[src/rtl/spi_sub_oversampled_if.sv]
// Bus bundle for spi_sub_oversampled: SPI pins, TX/RX handshakes and status.
// The slave modport is the sub's view; master is the board/user side.
interface spi_sub_oversampled_if #(
  parameter int WORD_SIZE = 8
);
  logic                 sclk;
  logic                 ssn;
  logic                 mosi;
  logic                 miso;
  logic                 miso_oe;
  logic [WORD_SIZE-1:0] tx_data;
  logic                 tx_valid;
  logic                 tx_ready;
  logic [WORD_SIZE-1:0] rx_data;
  logic                 rx_valid;
  logic                 rx_ready;
  logic                 active;
  logic                 status_clr;
  logic                 rx_overflow;
  logic                 tx_underflow;
  logic [15:0]          word_count;

  modport slave (
    input  sclk, ssn, mosi, tx_data, tx_valid, rx_ready, status_clr,
    output miso, miso_oe, tx_ready, rx_data, rx_valid, active,
           rx_overflow, tx_underflow, word_count
  );

  modport master (
    output sclk, ssn, mosi, tx_data, tx_valid, rx_ready, status_clr,
    input  miso, miso_oe, tx_ready, rx_data, rx_valid, active,
           rx_overflow, tx_underflow, word_count
  );
endinterface

[src/rtl/spi_sub_oversampled.sv]
// SPI sub that oversamples sclk/ssn/mosi in sys_clk, with RX/TX FIFOs,
// sticky overflow/underflow flags and a per-transaction word counter.
module spi_sub_oversampled #(
  parameter int                   WORD_SIZE = 8,
  parameter int                   RX_DEPTH  = 8,
  parameter int                   TX_DEPTH  = 8,
  parameter bit                   CPOL      = 1'b0,
  parameter bit                   CPHA      = 1'b0,
  parameter bit                   MSB_FIRST = 1'b1,
  parameter logic [WORD_SIZE-1:0] IDLE_WORD = '0
) (
  input logic                  sys_clk,
  input logic                  sys_rst,
  spi_sub_oversampled_if.slave bus
);
  localparam int BW      = $clog2(WORD_SIZE);
  localparam int RAW     = $clog2(RX_DEPTH);
  localparam int TAW     = $clog2(TX_DEPTH);
  localparam int OUT_BIT = MSB_FIRST ? WORD_SIZE - 1 : 0;
  localparam logic [BW-1:0] LAST_BIT = BW'(WORD_SIZE - 1);
  localparam logic [RAW:0]  RX_FULL  = (RAW+1)'(RX_DEPTH);
  localparam logic [TAW:0]  TX_FULL  = (TAW+1)'(TX_DEPTH);

  typedef enum logic {IDLE, SHIFT} state_t;

  state_t               state, state_next;
  logic [2:0]           sclk_sync, ssn_sync;
  logic [1:0]           mosi_sync;
  logic [BW-1:0]        bit_cnt;
  logic                 loaded;
  logic [15:0]          word_count;
  logic [WORD_SIZE-1:0] tx_shreg, rx_shreg, rx_next;
  logic [WORD_SIZE-1:0] tx_mem [TX_DEPTH];
  logic [WORD_SIZE-1:0] rx_mem [RX_DEPTH];
  logic [TAW-1:0]       tx_wr, tx_rd;
  logic [RAW-1:0]       rx_wr, rx_rd;
  logic [TAW:0]         tx_cnt;
  logic [RAW:0]         rx_cnt;
  logic                 rx_overflow, tx_underflow;
  logic                 start, load_tx, shift_tx, sample, word_done;

  // ssn sync resets to "asserted" so a transfer already running at reset release never shows a falling edge
  always_ff @(posedge sys_clk or posedge sys_rst) begin
    if (sys_rst) begin
      sclk_sync <= {3{CPOL}};
      ssn_sync  <= '0;
      mosi_sync <= '0;
    end else begin
      sclk_sync <= {sclk_sync[1:0], bus.sclk};
      ssn_sync  <= {ssn_sync[1:0], bus.ssn};
      mosi_sync <= {mosi_sync[0], bus.mosi};
    end
  end

  logic sclk_edge, leading_edge, trailing_edge, sample_edge, drive_edge;
  logic ssn_fall, ssn_rise;
  assign sclk_edge     = sclk_sync[2] != sclk_sync[1];
  assign leading_edge  = sclk_edge && (sclk_sync[2] == CPOL);
  assign trailing_edge = sclk_edge && (sclk_sync[2] != CPOL);
  assign sample_edge   = CPHA ? trailing_edge : leading_edge;
  assign drive_edge    = CPHA ? leading_edge : trailing_edge;
  assign ssn_fall      = ssn_sync[2] && !ssn_sync[1];
  assign ssn_rise      = !ssn_sync[2] && ssn_sync[1];

  always_ff @(posedge sys_clk or posedge sys_rst) begin
    if (sys_rst) state <= IDLE;
    else         state <= state_next;
  end

  always_comb begin
    state_next = state;
    start      = 1'b0;
    load_tx    = 1'b0;
    shift_tx   = 1'b0;
    sample     = 1'b0;
    case (state)
      IDLE: begin
        if (ssn_fall) begin
          state_next = SHIFT;
          start      = 1'b1;
          load_tx    = !CPHA;
        end
      end
      SHIFT: begin
        if (ssn_rise) begin
          state_next = IDLE;
        end else begin
          if (drive_edge) begin
            if (bit_cnt == '0 && !loaded) load_tx  = 1'b1;
            else                          shift_tx = 1'b1;
          end
          sample = sample_edge;
        end
      end
      default: state_next = IDLE;
    endcase
  end

  assign word_done = sample && (bit_cnt == LAST_BIT);
  assign rx_next   = MSB_FIRST ? {rx_shreg[WORD_SIZE-2:0], mosi_sync[1]}
                               : {mosi_sync[1], rx_shreg[WORD_SIZE-1:1]};

  logic tx_empty, tx_full, tx_push, tx_pop;
  logic rx_full, rx_push, rx_pop, rx_drop;
  assign tx_empty = tx_cnt == '0;
  assign tx_full  = tx_cnt == TX_FULL;
  assign tx_push  = bus.tx_valid && !tx_full;
  assign tx_pop   = load_tx && !tx_empty;
  assign rx_full  = rx_cnt == RX_FULL;
  assign rx_pop   = bus.rx_ready && (rx_cnt != '0);
  assign rx_push  = word_done && (!rx_full || rx_pop);
  assign rx_drop  = word_done && rx_full && !rx_pop;

  always_ff @(posedge sys_clk) begin
    if (tx_push) tx_mem[tx_wr] <= bus.tx_data;
    if (rx_push) rx_mem[rx_wr] <= rx_next;
  end

  always_ff @(posedge sys_clk or posedge sys_rst) begin
    if (sys_rst) begin
      bit_cnt      <= '0;
      loaded       <= 1'b0;
      word_count   <= '0;
      tx_shreg     <= '0;
      rx_shreg     <= '0;
      tx_wr        <= '0;
      tx_rd        <= '0;
      tx_cnt       <= '0;
      rx_wr        <= '0;
      rx_rd        <= '0;
      rx_cnt       <= '0;
      rx_overflow  <= 1'b0;
      tx_underflow <= 1'b0;
    end else begin
      if (start) begin
        bit_cnt    <= '0;
        word_count <= '0;
      end else if (sample) begin
        bit_cnt <= word_done ? '0 : bit_cnt + 1'b1;
        if (word_done && word_count != 16'hFFFF) word_count <= word_count + 16'd1;
      end
      if (load_tx)                 loaded <= 1'b1;
      else if (start || word_done) loaded <= 1'b0;
      if (load_tx)       tx_shreg <= tx_empty ? IDLE_WORD : tx_mem[tx_rd];
      else if (shift_tx) tx_shreg <= MSB_FIRST ? (tx_shreg << 1) : (tx_shreg >> 1);
      if (sample) rx_shreg <= rx_next;
      if (tx_push) tx_wr <= tx_wr + 1'b1;
      if (tx_pop)  tx_rd <= tx_rd + 1'b1;
      case ({tx_push, tx_pop})
        2'b10:   tx_cnt <= tx_cnt + 1'b1;
        2'b01:   tx_cnt <= tx_cnt - 1'b1;
        default: tx_cnt <= tx_cnt;
      endcase
      if (rx_push) rx_wr <= rx_wr + 1'b1;
      if (rx_pop)  rx_rd <= rx_rd + 1'b1;
      case ({rx_push, rx_pop})
        2'b10:   rx_cnt <= rx_cnt + 1'b1;
        2'b01:   rx_cnt <= rx_cnt - 1'b1;
        default: rx_cnt <= rx_cnt;
      endcase
      // A set event in the same cycle as status_clr keeps the flag set
      rx_overflow  <= rx_drop | (rx_overflow & ~bus.status_clr);
      tx_underflow <= (load_tx & tx_empty) | (tx_underflow & ~bus.status_clr);
    end
  end

  assign bus.miso         = tx_shreg[OUT_BIT];
  assign bus.miso_oe      = state == SHIFT;
  assign bus.active       = state == SHIFT;
  assign bus.tx_ready     = !tx_full;
  assign bus.rx_valid     = rx_cnt != '0;
  assign bus.rx_data      = (rx_cnt != '0) ? rx_mem[rx_rd] : '0;
  assign bus.rx_overflow  = rx_overflow;
  assign bus.tx_underflow = tx_underflow;
  assign bus.word_count   = word_count;
endmodule

[src/flat_wrapper.sv]
// flat-port wrapper written by rule: the top's interface ports become plain ports
module spi_sub_oversampled_flat 
#(
  parameter int                   WORD_SIZE = 8,
  parameter int                   RX_DEPTH  = 8,
  parameter int                   TX_DEPTH  = 8,
  parameter bit                   CPOL      = 1'b0,
  parameter bit                   CPHA      = 1'b0,
  parameter bit                   MSB_FIRST = 1'b1,
  parameter logic [WORD_SIZE-1:0] IDLE_WORD = '0
)
  (sys_clk, sys_rst, bus_sclk, bus_ssn, bus_mosi, bus_tx_data, bus_tx_valid, bus_rx_ready, bus_status_clr, bus_miso, bus_miso_oe, bus_tx_ready, bus_rx_data, bus_rx_valid, bus_active, bus_rx_overflow, bus_tx_underflow, bus_word_count);
  spi_sub_oversampled_if #(.WORD_SIZE(WORD_SIZE)) bus_i ();
  input logic sys_clk;
  input logic sys_rst;
  input wire logic [$bits(bus_i.sclk)-1:0] bus_sclk;
  input wire logic [$bits(bus_i.ssn)-1:0] bus_ssn;
  input wire logic [$bits(bus_i.mosi)-1:0] bus_mosi;
  input wire logic [$bits(bus_i.tx_data)-1:0] bus_tx_data;
  input wire logic [$bits(bus_i.tx_valid)-1:0] bus_tx_valid;
  input wire logic [$bits(bus_i.rx_ready)-1:0] bus_rx_ready;
  input wire logic [$bits(bus_i.status_clr)-1:0] bus_status_clr;
  output wire logic [$bits(bus_i.miso)-1:0] bus_miso;
  output wire logic [$bits(bus_i.miso_oe)-1:0] bus_miso_oe;
  output wire logic [$bits(bus_i.tx_ready)-1:0] bus_tx_ready;
  output wire logic [$bits(bus_i.rx_data)-1:0] bus_rx_data;
  output wire logic [$bits(bus_i.rx_valid)-1:0] bus_rx_valid;
  output wire logic [$bits(bus_i.active)-1:0] bus_active;
  output wire logic [$bits(bus_i.rx_overflow)-1:0] bus_rx_overflow;
  output wire logic [$bits(bus_i.tx_underflow)-1:0] bus_tx_underflow;
  output wire logic [$bits(bus_i.word_count)-1:0] bus_word_count;
  assign bus_i.sclk = bus_sclk;
  assign bus_i.ssn = bus_ssn;
  assign bus_i.mosi = bus_mosi;
  assign bus_i.tx_data = bus_tx_data;
  assign bus_i.tx_valid = bus_tx_valid;
  assign bus_i.rx_ready = bus_rx_ready;
  assign bus_i.status_clr = bus_status_clr;
  assign bus_miso = bus_i.miso;
  assign bus_miso_oe = bus_i.miso_oe;
  assign bus_tx_ready = bus_i.tx_ready;
  assign bus_rx_data = bus_i.rx_data;
  assign bus_rx_valid = bus_i.rx_valid;
  assign bus_active = bus_i.active;
  assign bus_rx_overflow = bus_i.rx_overflow;
  assign bus_tx_underflow = bus_i.tx_underflow;
  assign bus_word_count = bus_i.word_count;
  spi_sub_oversampled #(.WORD_SIZE(WORD_SIZE), .RX_DEPTH(RX_DEPTH), .TX_DEPTH(TX_DEPTH), .CPOL(CPOL), .CPHA(CPHA), .MSB_FIRST(MSB_FIRST), .IDLE_WORD(IDLE_WORD)) u_core (.sys_clk(sys_clk), .sys_rst(sys_rst), .bus(bus_i));
endmodule
[config.mk]
export PLATFORM = sky130hd
export DESIGN_NAME = spi_sub_oversampled_flat
export DESIGN_NICKNAME = d
export VERILOG_FILES = /design/src/rtl/spi_sub_oversampled_if.sv /design/src/rtl/spi_sub_oversampled.sv /design/src/flat_wrapper.sv
export SDC_FILE = /design/constraint.sdc
export NUM_CORES = 1
export LEC_CHECK = 0
export CAP_MARGIN = 20
export CORE_MARGIN = 2
export CORE_UTILIZATION = 55
export DETAILED_ROUTE_END_ITERATION = 7
export GPL_TIMING_DRIVEN = 0
export PLACE_DENSITY = 0.83
export SETUP_SLACK_MARGIN = 0.05
export SYNTH_ARGS = -nofsm -noshare
export SYNTH_HDL_FRONTEND = slang
export SYNTH_SLANG_ARGS = --single-unit
[constraint.sdc]
create_clock -name sys_clk -period 6.2 [get_ports sys_clk]
set_input_delay 1.24 -clock sys_clk [delete_from_list [all_inputs] [get_ports sys_clk]]
set_output_delay 1.24 -clock sys_clk [all_outputs]
set_load 0.02 [all_outputs]
==> results of run 1 <==
==> final cells by class <==
class / instances / area (um2) / area share [%]
Sequential cell: 194 / 5500 / 58.4
Multi-Input combinational cell: 296 / 2490 / 26.5
Timing Repair Buffer: 51 / 505 / 5.37
Clock buffer: 18 / 429 / 4.56
Tap cell: 184 / 230 / 2.45
Clock inverter: 14 / 109 / 1.16
Buffer: 21 / 98.8 / 1.05
Inverter: 13 / 48.8 / 0.519
==> routing by layer <==
layer,part of all wire (%),up-vias,GRT usage (%)
met5,0,-,0
met4,1.9,0,8.10
met3,3.8,24,4.72
met2,54,112,36.0
met1,40,2338,25.5
li1,-,2138,-
==> worst min path at each step <==
stage                              from                   to  slack [ps]  cells after the start
global placement    u_core.mosi_sync[0]  u_core.mosi_sync[1]         330                      0
detailed placement  u_core.mosi_sync[0]  u_core.mosi_sync[1]         340                      0
finish              u_core.mosi_sync[0]  u_core.mosi_sync[1]         350                      0
global route        u_core.sclk_sync[0]  u_core.sclk_sync[1]         370                      0
CTS                 u_core.mosi_sync[0]  u_core.mosi_sync[1]         360                      0
floorplan           u_core.mosi_sync[0]  u_core.mosi_sync[1]         330                      0
==> synthesized netlist by cell type, types with 4 or more instances <==
| master | n |
|---|---|
| or4_1 | 7 |
| buf_1 | 4 |
| o22ai_1 | 4 |
| nand4_1 | 4 |
| nand3b_1 | 8 |
| nor2_1 | 43 |
| a21oi_1 | 27 |
| mux2i_1 | 20 |
| buf_2 | 5 |
| inv_1 | 13 |
| and3_1 | 6 |
| or2_2 | 7 |
| o21ai_0 | 6 |
| nand2b_1 | 9 |
| clkbuf_1 | 7 |
| xnor2_1 | 9 |
| edfxtp_1 | 128 |
| ha_1 | 14 |
| xor2_1 | 8 |
| nand3_1 | 11 |
| mux4_2 | 32 |
| dfrtp_1 | 66 |
| nor3_1 | 8 |
| o31ai_1 | 7 |
| nand2_1 | 27 |
| mux2_2 | 11 |
==> cell families after synthesis <==
| kind of cell | count (synthesis) |
|---|---|
| flip-flops | 194 |
| AND/OR/NAND/NOR | 141 |
| adder cells (fa/ha/maj) | 15 |
| multiplexers | 64 |
| AO/OA/AOI/OAI | 59 |
| buffers and inverters | 34 |
| XOR/XNOR | 17 |
==> registers in the layout, indices dropped and copies added, names as in the netlist <==
| register | cells |
|---|---|
| u_core.rx_wr | 3 |
| u_core.rx_shreg | 7 |
| u_core.loaded | 1 |
| u_core.rx_cnt | 4 |
| u_core.mosi_sync | 2 |
| u_core.sclk_sync | 3 |
| u_core.tx_shreg | 8 |
| u_core.bus.rx_overflow | 1 |
| u_core.rx_mem | 64 |
| u_core.bus.active | 1 |
| u_core.rx_rd | 3 |
| u_core.tx_rd | 3 |
| u_core.bus.tx_underflow | 1 |
| u_core.bit_cnt | 3 |
| u_core.tx_mem | 64 |
| u_core.ssn_sync | 3 |
| u_core.tx_cnt | 4 |
| u_core.bus.word_count | 16 |
| u_core.tx_wr | 3 |
==> metrics by stage <==
stage / setup WS, ps / instances / hold WS [ps] / utilization, % / cell area, um2
floorplan: 3220 / 524 / 331 / - / 8130
global placement: 2240 / 754 / 333 / 60.9 / 8820
detailed placement: 2360 / 757 / 340 / 61.2 / 8860
CTS: 2050 / 789 / 355 / 64.9 / 9400
global route: 1910 / 791 / 367 / 65.0 / 9410
finish: 2100 / 791 / 351 / 65.0 / 9410
==> report_power, final <==
group / internal [mW] / leakage, nW / switching [mW]
Clock: 0.517 / 0.256 / 0.477
Combinational: 0.546 / 1.18 / 0.561
Sequential: 1.61 / 1.98 / 0.166
==> impl_metrics.ini, run 1 <==
[route]
routedWlPerCell_um = 19.1
first_pass_iters = 5
via_count = 4612
drt_iter0_markers = 359
via_per_inst = 5.83
drcViolationCount = 0
drtAntennaViolNets = 0
drt-total-wl_um = 15100

[clock_tree]
h-tree-depth = 4
cts_buffer_depth = 2
numCtsBuffers = 17
cts_setup_buffers = 0
cts_tree = built
root_buffer = clkbuf_16
cts_hold_buf = 0
cts_resized = 0
clk_latency_ps = 440
path_clk_slew_ps = 70
clkSinkCount = 194

[placed_design]
dp_hpwl_um = 10500
gp_congestion = 0.882
io_buffers = 46

[logic_synthesis]
synthFlopType = edfxtp_1
synth_compound_area_share_pct = 4.35
yosys_warnings = 0
synth_top_area_share_pct = 47.3
synth_top_family_by_area = multiplexers
synth_area_leaders = edfxtp_1 (47%), dfrtp_1 (20%), mux4_2 (8.9%)
synth_top_area_cell = edfxtp_1
synth_area_per_cell_um2 = 15.5
netlist_area_um2 = 8130
ys_types = 50
ys_seq_area_share_pct = 67.6
synth-simple-area-share_pct = 9.06
syn_inst = 524
syn-num-nets = 555
synthAdderAreaFrac_pct = 2.40
synth_edf_count = 128
yosys-mux-area-fraction_pct = 13.0
async_flop_share_pct = 34.0
synthXorXnorAreaFrac_pct = 1.83
ys_ff_latch = 194

[worst_setup_path]
r2r_start = u_core.tx_cnt[1]
start_kind = flip-flop
cp.arrival_ps = 2860
critPathCapture = bus_rx_data[6]
r2r-end = u_core.tx_cnt[2]
cp_max_fo = 10
regToRegSetupSlack_ps = 3340
rr_worst_depth = 11
path_cells = buf_1 -> clkbuf_1 -> mux4_2 -> mux2i_1 -> nor2_1 -> clkdlybuf4s50_1
crit_required_ps = 4960
critPathKind = reg -> out
path_delay_family = buffers and inverters
cp.depth = 6
timing.critical_path.buf_inv = 3
slowest_stage = clkdlybuf4s50_1
slowest_delay_ps = 550
crit_start = u_core.rx_rd[1]
crit_path_end_kind = primary output

[finish]
layout-drive-gt1-share_pct = 16.6
final_cell_mix = edfxtp_1 (128), dfrtp_1 (66), clkdlybuf4s50_1 (46), nor2_1 (43), mux4_2 (32)
diodes = 0
n_fill_cell = 1020
final_common_cell = edfxtp_1
final_nets = 625
syn2layout_area_growth_pct = 15.7

[floorplan]
core_um2 = 14500
fp-row-count = 44
die_w_um = 126
start_util_pct = 56.2
die_y_um = 126
dieArea_um2 = 15800
pin_count = 47

[global_route]
overflow = 0
grt_pass1_wl_um = 25200
antenna_found_initial = 0
grt_max_degree = 43
grt_use_total_pct = 20.7
grt_pass1_vias = 4876

[sta]
drv_slew = 0
max_slew_margin_pct = 42.9
hold_violations = 0
max_slew.worst_pin.slew_ps = 853
final.setup.tns_ps = 0
finalCritPeriodShare_pct = 66.1
min_period_ps = 4100
rsz0062_at_grt = no
finalSetupViolCount = 0
skew_ps = 8.45
fmax_mhz = 244

[power]
p_total_mw = 3.88
ir_drop_mv = 0.284
power_per_cell_area_nw_per_um2 = 412
p_leak_nw = 3.42

[run]
cap_viol_max_count = 0

[worst_hold_path]
hold_class = reg -> reg

[run_status]
status = complete, no violations
Power figures use the tool's default switching activity.
==> inputs of run 2 (changes only) <==
--- a/config.mk
+++ b/config.mk
@@ -7,10 +7,10 @@
 export LEC_CHECK = 0
 export CAP_MARGIN = 20
 export CORE_MARGIN = 2
-export CORE_UTILIZATION = 55
+export CORE_UTILIZATION = 53
 export DETAILED_ROUTE_END_ITERATION = 7
 export GPL_TIMING_DRIVEN = 0
-export PLACE_DENSITY = 0.83
+export PLACE_DENSITY = 0.84
 export SETUP_SLACK_MARGIN = 0.05
 export SYNTH_ARGS = -nofsm -noshare
 export SYNTH_HDL_FRONTEND = slang
==> constraint.sdc (replaced) <==
create_clock -name sys_clk -period 3.45 [get_ports sys_clk]
set_input_delay 0.69 -clock sys_clk [delete_from_list [all_inputs] [get_ports sys_clk]]
set_output_delay 0.69 -clock sys_clk [all_outputs]
set_load 0.02 [all_outputs]
==> impl_metrics.ini, run 2 (synthesized netlist as in run 1, its figures left out) <==
[run_status]
status = complete, no violations

[route]
top_layer = met4
first_pass_iters = 4
wl_met3_um = 538
drt_iter0_markers = 316
drtAntennaViolNets = 0
routedWlPerCell_um = 18.5
via_per_inst = 5.72
drcViolationCount = 0
via_count = 4544
drt-total-wl_um = 14700
wl_met1_um = 6100
wl_met2_um = 7810

[power]
comb_power_share_pct = 28.6
p_clk_share_pct = 25.9
power_per_cell_area_nw_per_um2 = 744
p_leak_nw = 3.44
p_switching_mw = 2.13
p_int_mw = 4.88
ir_drop_mv = 0.787
swShare_pct = 30.4
power_frac_seq_pct = 45.5

[floorplan]
pin_count = 47
dieArea_um2 = 16400
core_um2 = 15100
die_w_um = 128
die_y_um = 128
start_util_pct = 53.9
fp-row-count = 45

[worst_setup_path]
regToRegSetupSlack_ps = 480
cp_max_fo = 10
critPathKind = reg -> out
start_kind = flip-flop
crit_required_ps = 2760
cp.arrival_ps = 2530
crit_path_end_kind = primary output

[sta]
max_slew_margin_pct = 26.5
hold_violations = 0
finalSetupViolCount = 0
skew_ps = 6.12
finalCritPeriodShare_pct = 93.4
max_slew.worst_pin.slew_ps = 1090
min_period_ps = 3220
final.setup.tns_ps = 0
fmax_mhz = 310
rsz0062_at_grt = no
drv_slew = 0

[clock_tree]
h-tree-depth = 4
cts_buffer_depth = 2
clkSinkCount = 194
root_buffer = clkbuf_16
numCtsBuffers = 17
path_clk_slew_ps = 60
cts_tree = built
clk_latency_ps = 430
cts_hold_buf = 0
cts_setup_buffers = 0

[placed_design]
placed_area_um2 = 8860
dp_hpwl_um = 10200
gp_congestion = 0.887
io_buffers = 46

[finish]
top_regs = u_core.rx_mem: 64 flops, u_core.tx_mem: 64 flops, u_core.bus.word_count: 16 flops
syn2layout_area_growth_pct = 15.9
final_common_cell = edfxtp_1
diodes = 0
final_cell_mix = edfxtp_1 (128), dfrtp_1 (66), clkdlybuf4s50_1 (45), nor2_1 (43), mux4_2 (32)
final_area_um2 = 9420
final_nets = 624
layout-drive-gt1-share_pct = 16.5

[global_route]
overflow = 0
grt_use_total_pct = 19.6
grt_pass1_wl_um = 24400
grt_max_degree = 44
antenna_found_initial = 0
grt_pass1_vias = 4801

[run]
cap_viol_max_count = 0

[worst_hold_path]
hold_class = reg -> reg
run 2: changes by cell type in the layout (fill, tap and decap cells not counted), sizes merged:
cell           previous run  this run
clkinvlp                  3         2
clkinv                    8         9
inv                      16        14
dlymetal6s2s              0         1
bufinv                    0         1
clkdlybuf4s50            46        45
run 2: metal layers:
layer | global-route usage [%] | up-vias
li1 | - | 2133
met1 | 24.1 | 2297
met2 | 34.8 | 97
met3 | 4.84 | 17
met4 | 5.43 | 0
met5 | 0 | -
run 2: per-stage QoR:
| step | power (mW) | hold WS [ps] | utilization, % | worst slack [ps] | instances |
|---|---|---|---|---|---|
| 6_report | 7.01 | 351 | 62.5 | 229 | 794 |
| 4_1_cts | 7.05 | 353 | 62.4 | 135 | 793 |
| 5_1_grt | 7.37 | 358 | 62.5 | 59.7 | 794 |
| 2_1_floorplan | 4.58 | 331 | - | 899 | 524 |
| 3_3_place_gp | 5.09 | 334 | 58.5 | 68.5 | 758 |
| 3_5_place_dp | 5.23 | 338 | 58.7 | 229 | 761 |
run 2: final cells by class:
cell class / count / area, um2
well taps: 188 / 235
multi-input cells: 296 / 2490
plain buffers: 21 / 110
clock buffers: 19 / 433
fillers: 1073 / 5670
flip-flops and latches: 194 / 5500
repair buffers: 50 / 498
clock inverters: 13 / 113
inverters: 13 / 48.8
run 2: critical path, stage by stage, from the launching register on:
cell             delay, ps
dfrtp_1                360
buf_4                  220
buf_6                  210
mux4_2                 530
mux2i_1                150
nor2_1                  60
clkdlybuf4s50_1        560
run 2: power by group through the flow:
stage / clock, mW / sequential (mW) / combinational, mW
4_1_cts: 1.83 / 3.19 / 2.03
5_1_grt: 1.93 / 3.23 / 2.21
2_1_floorplan: 0 / 3.16 / 1.42
3_5_place_dp: 0 / 3.23 / 2.01
3_3_place_gp: 0 / 3.18 / 1.90
6_report: 1.82 / 3.19 / 2.00
run 2: worst paths after layout:
| path | start | endpoint | cells after the start |
|---|---|---|---|
| worst min-delay path | u_core.mosi_sync[0] | u_core.mosi_sync[1] | 0 |
| worst max-delay path | u_core.rx_rd[0] | bus_rx_data[3] | 6 |
| max in group asynchronous | sys_rst | u_core.mosi_sync[1] | 3 |
| worst min register to register | u_core.mosi_sync[0] | u_core.mosi_sync[1] | 0 |
| min in group asynchronous | sys_rst | u_core.bus.word_count[13] | 2 |
| worst max register to register | u_core.bus.active | u_core.rx_cnt[3] | 12 |
run 2: what timing repair did:
| action | CTS | global route |
|---|---|---|
| setup endpoints to repair | 8 | 8 |
| hold endpoints to repair | 0 | 0 |
| resized for setup | 4 | 2 |
==> inputs of run 3 (changes only) <==
--- a/config.mk
+++ b/config.mk
@@ -8,6 +8,7 @@
 export CAP_MARGIN = 20
 export CORE_MARGIN = 2
 export CORE_UTILIZATION = 53
+export CTS_CLUSTER_SIZE = 24
 export DETAILED_ROUTE_END_ITERATION = 7
 export GPL_TIMING_DRIVEN = 0
 export PLACE_DENSITY = 0.84
==> results of run 3 <==
Final layout, timing and power as in run 2 (identical DEF).
